<file path="config.mk">
export PLATFORM = sky130hd
export DESIGN_NAME = str_rca_16adder
export DESIGN_NICKNAME = d
export VERILOG_FILES = /design/src/rtl/str_rca_16adder.sv
export SDC_FILE = /design/constraint.sdc
export NUM_CORES = 1
export LEC_CHECK = 0
export CORE_ASPECT_RATIO = 0.5
export CORE_UTILIZATION = 37
export CTS_BUF_LIST = sky130_fd_sc_hd__clkbuf_8
export DETAILED_ROUTE_END_ITERATION = 6
export GPL_TIMING_DRIVEN = 0
export PLACE_DENSITY_LB_ADDON = 0.1
export SLEW_MARGIN = 20
export SYNTH_ARGS = -nofsm -noshare
export SYNTH_HDL_FRONTEND = slang
export SYNTH_HIERARCHICAL = 1
export SYNTH_SLANG_ARGS = --single-unit
</file>
<file path="constraint.sdc">
create_clock -name clk -period 7.9 [get_ports clk]
set_clock_uncertainty 0.2 [all_clocks]
set_input_delay 0.79 -clock clk [delete_from_list [all_inputs] [get_ports clk]]
set_output_delay 0.79 -clock clk [all_outputs]
set_load 0.02 [all_outputs]
</file>
<file path="src/rtl/str_rca_16adder.sv">
// str_rca_16adder: 16-bit structural ripple-carry adder with registered sum and ALU flags
module str_rca_fa (
  input  logic x,
  input  logic y,
  input  logic ci,
  output logic s,
  output logic co
);
  assign s  = x ^ y ^ ci;
  assign co = (x & y) | (ci & (x ^ y));
endmodule

module str_rca_4 (
  input  logic [3:0] x,
  input  logic [3:0] y,
  input  logic       ci,
  output logic [3:0] s,
  output logic [3:0] co
);
  logic [4:0] cy;
  assign cy[0] = ci;
  assign co = cy[4:1];
  for (genvar i = 0; i < 4; i++) begin : g_fa
    str_rca_fa u_fa (.x(x[i]), .y(y[i]), .ci(cy[i]), .s(s[i]), .co(cy[i+1]));
  end
endmodule

module str_rca_16adder (
  input  logic        clk,
  input  logic        rst,
  input  logic [15:0] a,
  input  logic [15:0] b,
  output logic [15:0] c,
  output logic        sign,
  output logic        zero,
  output logic        carry,
  output logic        parity,
  output logic        overflow
);
  logic [15:0] s;
  logic [16:0] cy;
  assign cy[0] = 1'b0;
  // cy[k] is the carry into bit k; cy[16] is the carry-out of bit 15
  for (genvar g = 0; g < 4; g++) begin : g_slice
    str_rca_4 u_rca (
      .x (a[4*g+3:4*g]),
      .y (b[4*g+3:4*g]),
      .ci(cy[4*g]),
      .s (s[4*g+3:4*g]),
      .co(cy[4*g+4:4*g+1])
    );
  end
  always_ff @(posedge clk) begin
    if (rst) begin
      c        <= '0;
      sign     <= 1'b0;
      zero     <= 1'b0;
      carry    <= 1'b0;
      parity   <= 1'b0;
      overflow <= 1'b0;
    end else begin
      c        <= s;
      sign     <= s[15];
      zero     <= ~|s;
      carry    <= cy[16];
      parity   <= ~^s;
      overflow <= cy[16] ^ cy[15];
    end
  end
endmodule

</file>
# Word level (Yosys, flattened, before mapping)
# Cells that the tools add are included.
[word_totals]
reg_bits = 21
[classes]
bitwise = 78
n_reduce_logical = 3
[ops]
columns = ["op", "n"]
rows = [
  ["$xor 1x1->1", 32],
  ["$and 1x1->1", 31],
  ["$reduce_or 16->1", 1],
  ["$reduce_xnor 16->1", 1],
  ["$or 1x1->1", 15],
  ["$logic_not 1->1", 1],
]

# Depth between registers and ports, before layout
# Gate-level depths: netlist of run 1.
[logic_depth]
word_depth = 32
ltp_mapped = 22
ltp_nobuf = 22

# Modules after synthesis
# Netlist of run 1, hierarchy kept.
[modules_own_cells]
columns = ["mod", "n_inst", "cells_each", "area_each_um2"]
rows = [
  ["str_rca_16adder", 1, 78, 743.2],
  ["str_rca_fa", 16, 1, 20.0],
]

# Worst setup path before layout of run 1
# No wires, ideal clock.
[synth_path]
path_type = "input -> register"
from = "input port b[0]"
to = "register parity"
arrival_ps = 7860
path_slack_ps = -288
cell_stages = 22
cell_sequence = "fa_1 fa_1 fa_1 fa_1 fa_1 fa_1 fa_1 fa_1 fa_1 fa_1 fa_1 fa_1 fa_1 fa_1 fa_1 fa_1 inv_1 ha_1 xor2_1 xnor2_1 xnor2_1 nor2_1"
[synth_via]
elab_chain_len = 31
word_cells_on_any_way = 46
cone_classes = "bitwise: 45; reduce/logical: 1"
[synth_rtl]
columns = ["item", "line_no", "source"]
rows = [
  ["start, declared", "32", "input logic [15:0] b,"],
  ["$and 1x1->1 (2 in a row)", "10", "assign co = (x & y) | (ci & (x ^ y));"],
  ["$or 1x1->1", "10", ""],
  ["via cy[2]", "41", "logic [16:0] cy;"],
  ["$and 1x1->1", "10", ""],
  ["$or 1x1->1", "10", ""],
  ["via cy[3]", "41", ""],
  ["$and 1x1->1", "10", ""],
  ["$or 1x1->1", "10", ""],
  ["via cy[4]", "41", ""],
  ["(+2 left out)", "n/a", ""],
  ["via cy[5]", "41", ""],
  ["(+2 left out)", "n/a", ""],
  ["via cy[6]", "41", ""],
  ["(+2 left out)", "n/a", ""],
  ["via cy[7]", "41", ""],
  ["(+2 left out)", "n/a", ""],
  ["via cy[8]", "41", ""],
  ["(+2 left out)", "n/a", ""],
  ["via cy[9]", "41", ""],
  ["(+2 left out)", "n/a", ""],
  ["via cy[10]", "41", ""],
  ["(+2 left out)", "n/a", ""],
  ["via cy[11]", "41", ""],
  ["(+2 left out)", "n/a", ""],
  ["via cy[12]", "41", ""],
  ["(+2 left out)", "n/a", ""],
  ["via cy[13]", "41", ""],
  ["(+1 left out)", "n/a", ""],
  ["$or 1x1->1", "10", ""],
  ["via cy[14]", "41", ""],
  ["$and 1x1->1", "10", ""],
  ["$or 1x1->1", "10", ""],
  ["via cy[15]", "41", ""],
  ["$xor 1x1->1", "9", "assign s = x ^ y ^ ci;"],
  ["via s[15]", "40", "logic [15:0] s;"],
  ["$reduce_xnor 16->1", "66", "parity <= ~^s;"],
  ["end signal, assigned", "66", ""],
  ["end, declared", "37", "output logic parity,"],
]
# The timed path passes the listed nets, and every way through them passes these cells.
# A chain may end at the register's enable or synchronous reset.

# Final worst setup path of run 1
[layout_path]
from = "input port b[0]"
to = "register parity"
[layout_via]
elab_chain_len = 31
word_cells_on_any_way = 46
cone_classes = "bitwise: 45; reduce/logical: 1"
[layout_rtl]
columns = ["item", "line_no"]
rows = [
  ["$and 1x1->1", "10"],
  ["via cy[1]", "41"],
  ["$and 1x1->1", "10"],
  ["$or 1x1->1", "10"],
  ["via cy[2]", "41"],
  ["$and 1x1->1", "10"],
  ["$or 1x1->1", "10"],
  ["via cy[3]", "41"],
  ["(+2 left out)", "n/a"],
  ["via cy[4]", "41"],
  ["(+2 left out)", "n/a"],
  ["via cy[5]", "41"],
  ["(+2 left out)", "n/a"],
  ["via cy[6]", "41"],
  ["(+2 left out)", "n/a"],
  ["via cy[7]", "41"],
  ["(+2 left out)", "n/a"],
  ["via cy[8]", "41"],
  ["(+2 left out)", "n/a"],
  ["via cy[9]", "41"],
  ["(+2 left out)", "n/a"],
  ["via cy[10]", "41"],
  ["(+2 left out)", "n/a"],
  ["via cy[11]", "41"],
  ["(+2 left out)", "n/a"],
  ["via cy[12]", "41"],
  ["(+2 left out)", "n/a"],
  ["via cy[13]", "41"],
  ["(+1 left out)", "n/a"],
  ["$or 1x1->1", "10"],
  ["via cy[14]", "41"],
  ["$and 1x1->1", "10"],
  ["$or 1x1->1", "10"],
  ["via cy[15]", "41"],
  ["$xor 1x1->1", "9"],
  ["via s[15]", "40"],
  ["$reduce_xnor 16->1", "66"],
]
# The timed path passes the listed nets, and every way through them passes these cells.

==> results.md, run 1 <==
| Group | Parameter | Reported |
|:---|:---|:---|
| logic synthesis | Yosys cell types | 14 |
| logic synthesis | Area leader, netlist | dfxtp_1 |
| logic synthesis | Synthesized-area fraction occupied by and/or/nand/nor cells | 0.0882 |
| final layout | Area Overhead vs Synth | 64.8% |
| grt | Maximum number of pins on one net before global-route repair | 11 |
| drt | Post-route ant nets | 0 |
| grt | Vias in the first global route | 797 |
| logic synthesis | Count of flip-flops with a built-in enable after synthesis | 0 |
| run status | Status | finished, final reports clean |
| drt | 1st-iter DRT viols | 11 |
| die | Ports placed on the boundary | 55 |
| setup path | CP max stage delay | 510 ps |
| logic synthesis | Fraction of synthesized area in multiplexers | 0 |
| sta | WHS | 701 ps |
| setup path | Critical path required time | 7830 ps |
| setup path | Arr. time, crit path | 7620 ps |
| setup path | Cell type with the highest occurrence count on the critical path | fa_2 |
| final layout | Final Util | 0.657 |
| die | Std cell rows | 13 |
| setup path | Combined buffer and inverter count along the critical path | 2 |
| worst hold path | Worst hold path endpoint | c[5] |
| drt | First-pass detailed-route iteration total | 2 |
| final layout | Total number of nets in the final design | 212 |
| die | Total Die Area | 3110 µm² |
| worst hold path | Origin of the worst min-delay path | rst |
| grt | Total global-route track usage | 0.158 |
| clock tree | Clock tree from TritonCTS | yes |
| logic synthesis | Synthesized-area fraction occupied by adder cells | 0.395 |
| setup path | Crit. End Element | register |
| setup path | Crit path kind | input pin to register |
| setup path | Cell with the biggest individual delay on the critical path | fa_1 |
| placement | HPWL after detailed placement | 1660 µm |
| sta | Endpoints failing hold | 0 |
| sta | Number of setup violations in the final report | 0 |
| pwr | VDD IR max | 0.000104 V |
| logic synthesis | Cell area after synthesis | 1060 µm² |
| die | Initial cell density of the core | 0.399 |
| clock tree | Maximum level of the CTS H-tree | 1 |
| die | Die outline height | 39.9 µm |
| logic synthesis | Most used standard cells in the synthesized netlist | 20 x dfxtp_1, 18 x nor2_1, 16 x fa_1, 16 x inv_1, 8 x ha_1 |
| worst hold path | Worst hold-check path type | input pin to register |
| logic synthesis | Fraction of registers with async set/reset | 0 |
| final layout | Number of diodes added for antenna fixing | 0 |
| logic synthesis | Primary flip-flop cell chosen by synthesis mapping | dfxtp_1 |
| drt | Routed vias | 771 |
| logic synthesis | Area fraction of the dominant cell type after synthesis | 0.376 |
| setup path | Crit path launch type | input pin |
| grt | GRT Residual Overflow | 0 |
| logic synthesis | Dominant cell by count in the synthesized netlist | dfxtp_1 |
| logic synthesis | Parity-gate share of the synthesized area counting xor and xnor cells | 0.0659 |
| logic synthesis | Synthesized-area fraction occupied by ao, oa, aoi and oai cells | 0 |
| sta | Highest Clock Rate | 130 MHz |
| logic synthesis | Synthesized netlist net count | 152 |
| logic synthesis | Instance count of the mapped netlist | 94 |
| worst hold path | Hold Crit Depth | 2 |
| pwr | Power, Total | 367 µW |
| die | Area of the core | 2670 µm² |
| logic synthesis | Mean Syn Cell Area | 11.3 µm² |
| sta | Post-layout min period | 7690 ps |
| clock tree | Library cell used as clock root buffer | clkbuf_8 |
| pwr | Power density over the cells | 210 nW/µm² |
| drt | Post-detailed-routing wire length | 2060 µm |
| final layout | Number of filler instances in the final layout | 227 |
| clock tree | CTS sink cnt | 20 |
| logic synthesis | Portion of the post-synthesis area used by sequential elements | 0.376 |
| drt | Final routed wire length divided by cell count | 10.9 µm |
| die | Width of the chip | 77.8 µm |
| logic synthesis | Main combinational cell family by area after synthesis | adder cells |
| sta | Setup repair after global routing missed its margin | false |
| placement | Final RePlAce weighted congestion | 0.652 |
| run | Max-cap violation count | 0 |
| clock tree | Largest buffer count on any clock path | 2 |
| final layout | Layout cell share with drive strength beyond 1 | 0.158 |
| placement | Count of port buffers added during placement | 53 |
| setup path | List of cells traversed by the critical path | dlygate4sd2_1 -> fa_2 -> fa_2 -> fa_2 -> fa_2 -> fa_2 -> fa_2 -> fa_2 -> fa_2 -> fa_2 -> fa_2 -> fa_2 -> fa_2 -> fa_2 -> fa_2 -> fa_2 -> fa_1 -> inv_2 -> ha_4 -> xor2_2 -> xnor2_1 -> xnor2_1 -> nor2_1 |
| drt | DRC violation count after routing | 0 |
| clock tree | Clock-pin slew on the worst setup and hold paths | 70 ps |
| setup path | Gate family responsible for the most delay along the worst path | adder cells |
| drt | Vias per std cell | 4.08 |
| logic synthesis | Warnings, synthesis | 6 |
| placement | Number of cells in the design after placement | 184 |
| grt | Initial antenna violation count | 0 |
| final layout | Total non-filler cell area in the finished layout | 1750 µm² |
| placement | Placed Area | 1660 µm² |
| logic synthesis | Flop and latch count out of synthesis | 20 |
| sta | Fin crit share | 0.973 |
| setup path | Largest fanout on the critical path | 2 |
| clock tree | Total CTS buffers | 3 |
| final layout | Post-layout instance count excluding filler cells | 189 |
| pwr | Leakage power total | 0.000721 µW |
| logic synthesis | Cell types with the largest area share after synthesis | dfxtp_1 38%, fa_1 30%, ha_1 9.4% |
| grt | First-pass GRT wire length | 3410 µm |
| sta | Max-slew violations | 0 |
## cells by family (layout without fill, tap and decap cells)
logic type / after synthesis / count (layout)
and+or+nand+nor: 22 / 22
xor gates and xnor gates: 8 / 8
DFF: 20 / 20
other: 1 / 1
adders and majority gates: 24 / 24
buffers and inverters: 19 / 77
## layout by cell type (no fill, tap or decap), drive strengths merged
cell	n
nand4	1
clkdlybuf4s50	51
dfxtp	20
clkbuf	5
xor2	1
clkdlybuf4s15	1
nor4b	1
fa	16
buf	3
nor2b	1
dlygate4sd2	1
nand3	1
nor2	18
conb	1
ha	8
inv	16
xnor2	7
## per-stage QoR
| step | setup TNS, ps | worst slack [ps] |
|---|---|---|
| 6_report | 0 | 210 |
| 5_1_grt | 0 | 21.5 |
| 4_1_cts | 0 | 114 |
| 3_5_place_dp | -1130 | -740 |
| 3_3_place_gp | -903 | -638 |
| 2_1_floorplan | 0 | 32.2 |
## sequential cells by signal, indices dropped and copies added (netlist names)
signal    flops
c            16
carry         1
overflow      1
parity        1
zero          1
## power by group
group | leakage (µW) | internal (µW) | switching [µW]
Combinational | 0.000534 | 99.0 | 84.4
Clock | 0.0000216 | 33.9 | 31.6
Sequential | 0.000166 | 115 | 3.27
Total | 0.000721 | 248 | 119
## how the worst max path moves through the flow
stage	start	cells after the start	endpoint	slack (ps)
final	b[0]	23	parity	210
after global routing	b[0]	23	parity	20
after CTS	a[0]	23	parity	110
after detailed placement	b[0]	23	parity	-740
after global placement	b[0]	23	parity	-640
after floorplan	b[0]	22	parity	30
## per-layer routing
metal  up-vias  global-route usage  share of wire
met5         -                   0              0
met4         0              0.0566         0.0097
met3         2              0.0628          0.082
met2        31               0.310           0.49
met1       349               0.163           0.41
li1        389                   -              -
## what timing repair did
action / in CTS / in global routing
buffers inserted: 1 / 1
pin swaps: 5 / 4
hold buffers: 0 / 0
setup endpoints to repair: 2 / 1
gates resized for setup: 9 / 4
## area by class of cell
cell class | count | area, µm² | share of cell area
buffer | 3 | 15.0 | 0.00857
multi-input combinational | 55 | 646 | 0.368
inverter | 16 | 60.1 | 0.0343
tap | 37 | 46.3 | 0.0264
clock buffer | 3 | 41.3 | 0.0236
timing repair buffer | 55 | 544 | 0.310
sequential | 20 | 400 | 0.228
Note: power is estimated with default switching activity, not from simulation.
==> inputs of run 2 (changes only) <==
- ABC_CLOCK_PERIOD_IN_PS: default -> 7900
- GPL_TIMING_DRIVEN: 0 -> default
==> run 2 against run 1 <==
Compared with the run above:
- setup slack improved by 31 ps
- cell count unchanged
- clock power decreased by 2%
- critical path type unchanged
- largest cell class unchanged
- utilization increased by 0.23 points
- first-iteration DRC count increased by 73%
- via count increased by 0.39%
- flip-flop and latch count unchanged
==> results.md, run 2 (synthesized netlist as in run 1, its figures left out) <==
| Group | Parameter | Reported |
|:---|:---|:---|
| drt | Final routed wire length divided by cell count | 10.4 µm |
| final layout | Commonest non-fill, non-tap cell in the layout | clkdlybuf4s50_1 |
| setup path | Largest fanout on the critical path | 2 |
| final layout | Area Overhead vs Synth | 65.4% |
| placement | Final RePlAce weighted congestion | 0.659 |
| final layout | Number of diodes added for antenna fixing | 0 |
| final layout | Layout cell share with drive strength beyond 1 | 0.178 |
| pwr | Leakage power total | 0.000729 µW |
| grt | GRT Residual Overflow | 0 |
| sta | WHS | 772 ps |
| drt | Post-detailed-routing wire length | 1960 µm |
| sta | Setup TNS after final layout | 0 ps |
| grt | Met1 track demand over resource in global routing | 0.159 |
| drt | First-pass detailed-route iteration total | 2 |
| drt | Post-route ant nets | 0 |
| setup path | Crit. End Element | register |
| setup path | Crit path launch type | input pin |
| drt | DRC violation count after routing | 0 |
| die | Width of the chip | 77.8 µm |
| die | Total Die Area | 3110 µm² |
| clock tree | Largest buffer count on any clock path | 2 |
| sta | Worst-margin pin slew | 696 ps |
| drt | Vias per std cell | 4.10 |
| pwr | NetSw | 118 µW |
| clock tree | CTS hold repair buffers | 0 |
| pwr | Power, Total | 368 µW |
| setup path | Origin of the worst setup path | a[1] |
| final layout | Largest register by flop count | c |
| pwr | Switching share of total power | 0.320 |
| sta | Fin crit share | 0.970 |
| placement | HPWL after detailed placement | 1600 µm |
| die | Area of the core | 2670 µm² |
| die | Initial cell density of the core | 0.399 |
| grt | Most Used Layer, Global Route | met2 |
| drt | Routed vias | 774 |
| sta | Worst slew margin relative to its limit | 0.535 |
| setup path | Worst setup endpoint | parity |
| grt | Met3 routing resource usage after global routing | 0.0628 |
| final layout | Total number of nets in the final design | 212 |
| grt | Initial antenna violation count | 0 |
| clock tree | Total CTS buffers | 3 |
| sta | Setup repair after global routing missed its margin | false |
| sta | Post-layout min period | 7660 ps |
| pwr | Power share of the clock group | 0.174 |
| grt | Maximum number of pins on one net before global-route repair | 21 |
| placement | Number of cells in the design after placement | 185 |
| die | Ports placed on the boundary | 55 |
| pwr | VDD IR max | 0.0000915 V |
| clock tree | Clock-pin slew on the worst setup and hold paths | 70 ps |
| final layout | Post-layout instance count excluding filler cells | 189 |
| worst hold path | Worst hold-check path type | input pin to register |
| final layout | Number of filler instances in the final layout | 229 |
| drt | 1st-iter DRT viols | 19 |
| pwr | Combinational Power Share | 0.504 |
| clock tree | Library cell used as clock root buffer | clkbuf_8 |
| grt | Met2 layer usage reported by global route | 0.257 |
| final layout | Top library cells by usage in the layout, fill and taps aside | 51 x clkdlybuf4s50_1, 20 x dfxtp_1, 18 x nor2_1 |
| run | Max-cap violation count | 0 |
| clock tree | Maximum level of the CTS H-tree | 1 |
| setup path | Critical path required time | 7810 ps |
| sta | Number of setup violations in the final report | 0 |
| placement | Count of port buffers added during placement | 54 |
| die | Die outline height | 39.9 µm |
| grt | Total global-route track usage | 0.142 |
| pwr | Cell-internal power | 250 µW |
| pwr | Sequential power share | 0.322 |
| sta | Endpoints failing hold | 0 |
| clock tree | Clock tree from TritonCTS | yes |
| final layout | Final Util | 0.659 |
| clock tree | CTS sink cnt | 20 |
| sta | Highest Clock Rate | 131 MHz |
| pwr | Power density over the cells | 209 nW/µm² |
| sta | Max-slew violations | 0 |
| setup path | Arr. time, crit path | 7570 ps |
| run status | Status | finished, final reports clean |
| final layout | Flip-flop count of the largest register, all copies and words added | 16 |
| die | Std cell rows | 13 |
| grt | Vias in the first global route | 746 |
| setup path | Crit path kind | input pin to register |
| grt | First-pass GRT wire length | 3110 µm |
run 2: changes by cell type in the layout (fill, tap and decap cells not counted), sizes merged:
| cell | before | now |
|---|---|---|
| buf | 3 | 6 |
| clkbuf | 5 | 3 |
| clkdlybuf4s15 | 1 | 0 |
run 2: how the worst min path moves through the flow:
stage,from,to,slack (ps),cells past startpoint
floorplan,a[15],c[15],880,3
global placement,c[5],c[5],1380,1
detailed placement,parity,parity,1380,1
CTS,a[0],c[0],780,4
global route,a[0],c[0],810,4
finish,a[0],c[0],770,4
run 2: repair_timing:
action,in CTS,in global routing
endpoints found under the setup margin,2,1
pin swaps,20,12
buffers inserted,0,1
resized for setup,19,1
run 2: worst max-delay path: stages:
cell and delay (ps):
clkdlybuf4s50_1 430, fa_2 380, fa_2 350, fa_2 370, fa_2 340, fa_2 350, fa_2 340, fa_2 350
fa_2 360, fa_2 350, fa_2 370, fa_2 360, fa_2 370, fa_2 370, fa_2 380, fa_1 500
inv_2 50, ha_4 240, xor2_2 170, xnor2_1 160, xnor2_1 130, nor2_1 60
run 2: layout make-up:
class                           instances  area, µm²  area share
Clock buffer                            3       41.3      0.0235
Tap cell                               37       46.3      0.0263
Multi-Input combinational cell         55        646       0.367
Timing Repair Buffer                   58        566       0.321
Sequential cell                        20        400       0.228
Inverter                               16       60.1      0.0341
run 2: per-layer routing:
layer	vias up	routed length [µm]	part of all wire
met1	352	835	0.43
met3	2	175	0.089
met4	0	20	0.010
met2	31	932	0.47
met5	-	0	0
li1	389	-	-
run 2: metrics by stage:
step	setup slack, ps	instance area (µm²)
after floorplan	32.2	1080
after detailed placement	-666	1680
final	240	1760
after global placement	-589	1680
after global routing	10.9	1760
after CTS	-23.8	1740
run 2: power groups by stage:
stage               clock [µW]  combinational [µW]  sequential (µW)
finish                    64.1                 185              119
global placement             0                 176              121
floorplan                    0                93.5              139
global route              72.4                 207              120
CTS                       67.1                 185              119
detailed placement           0                 178              121
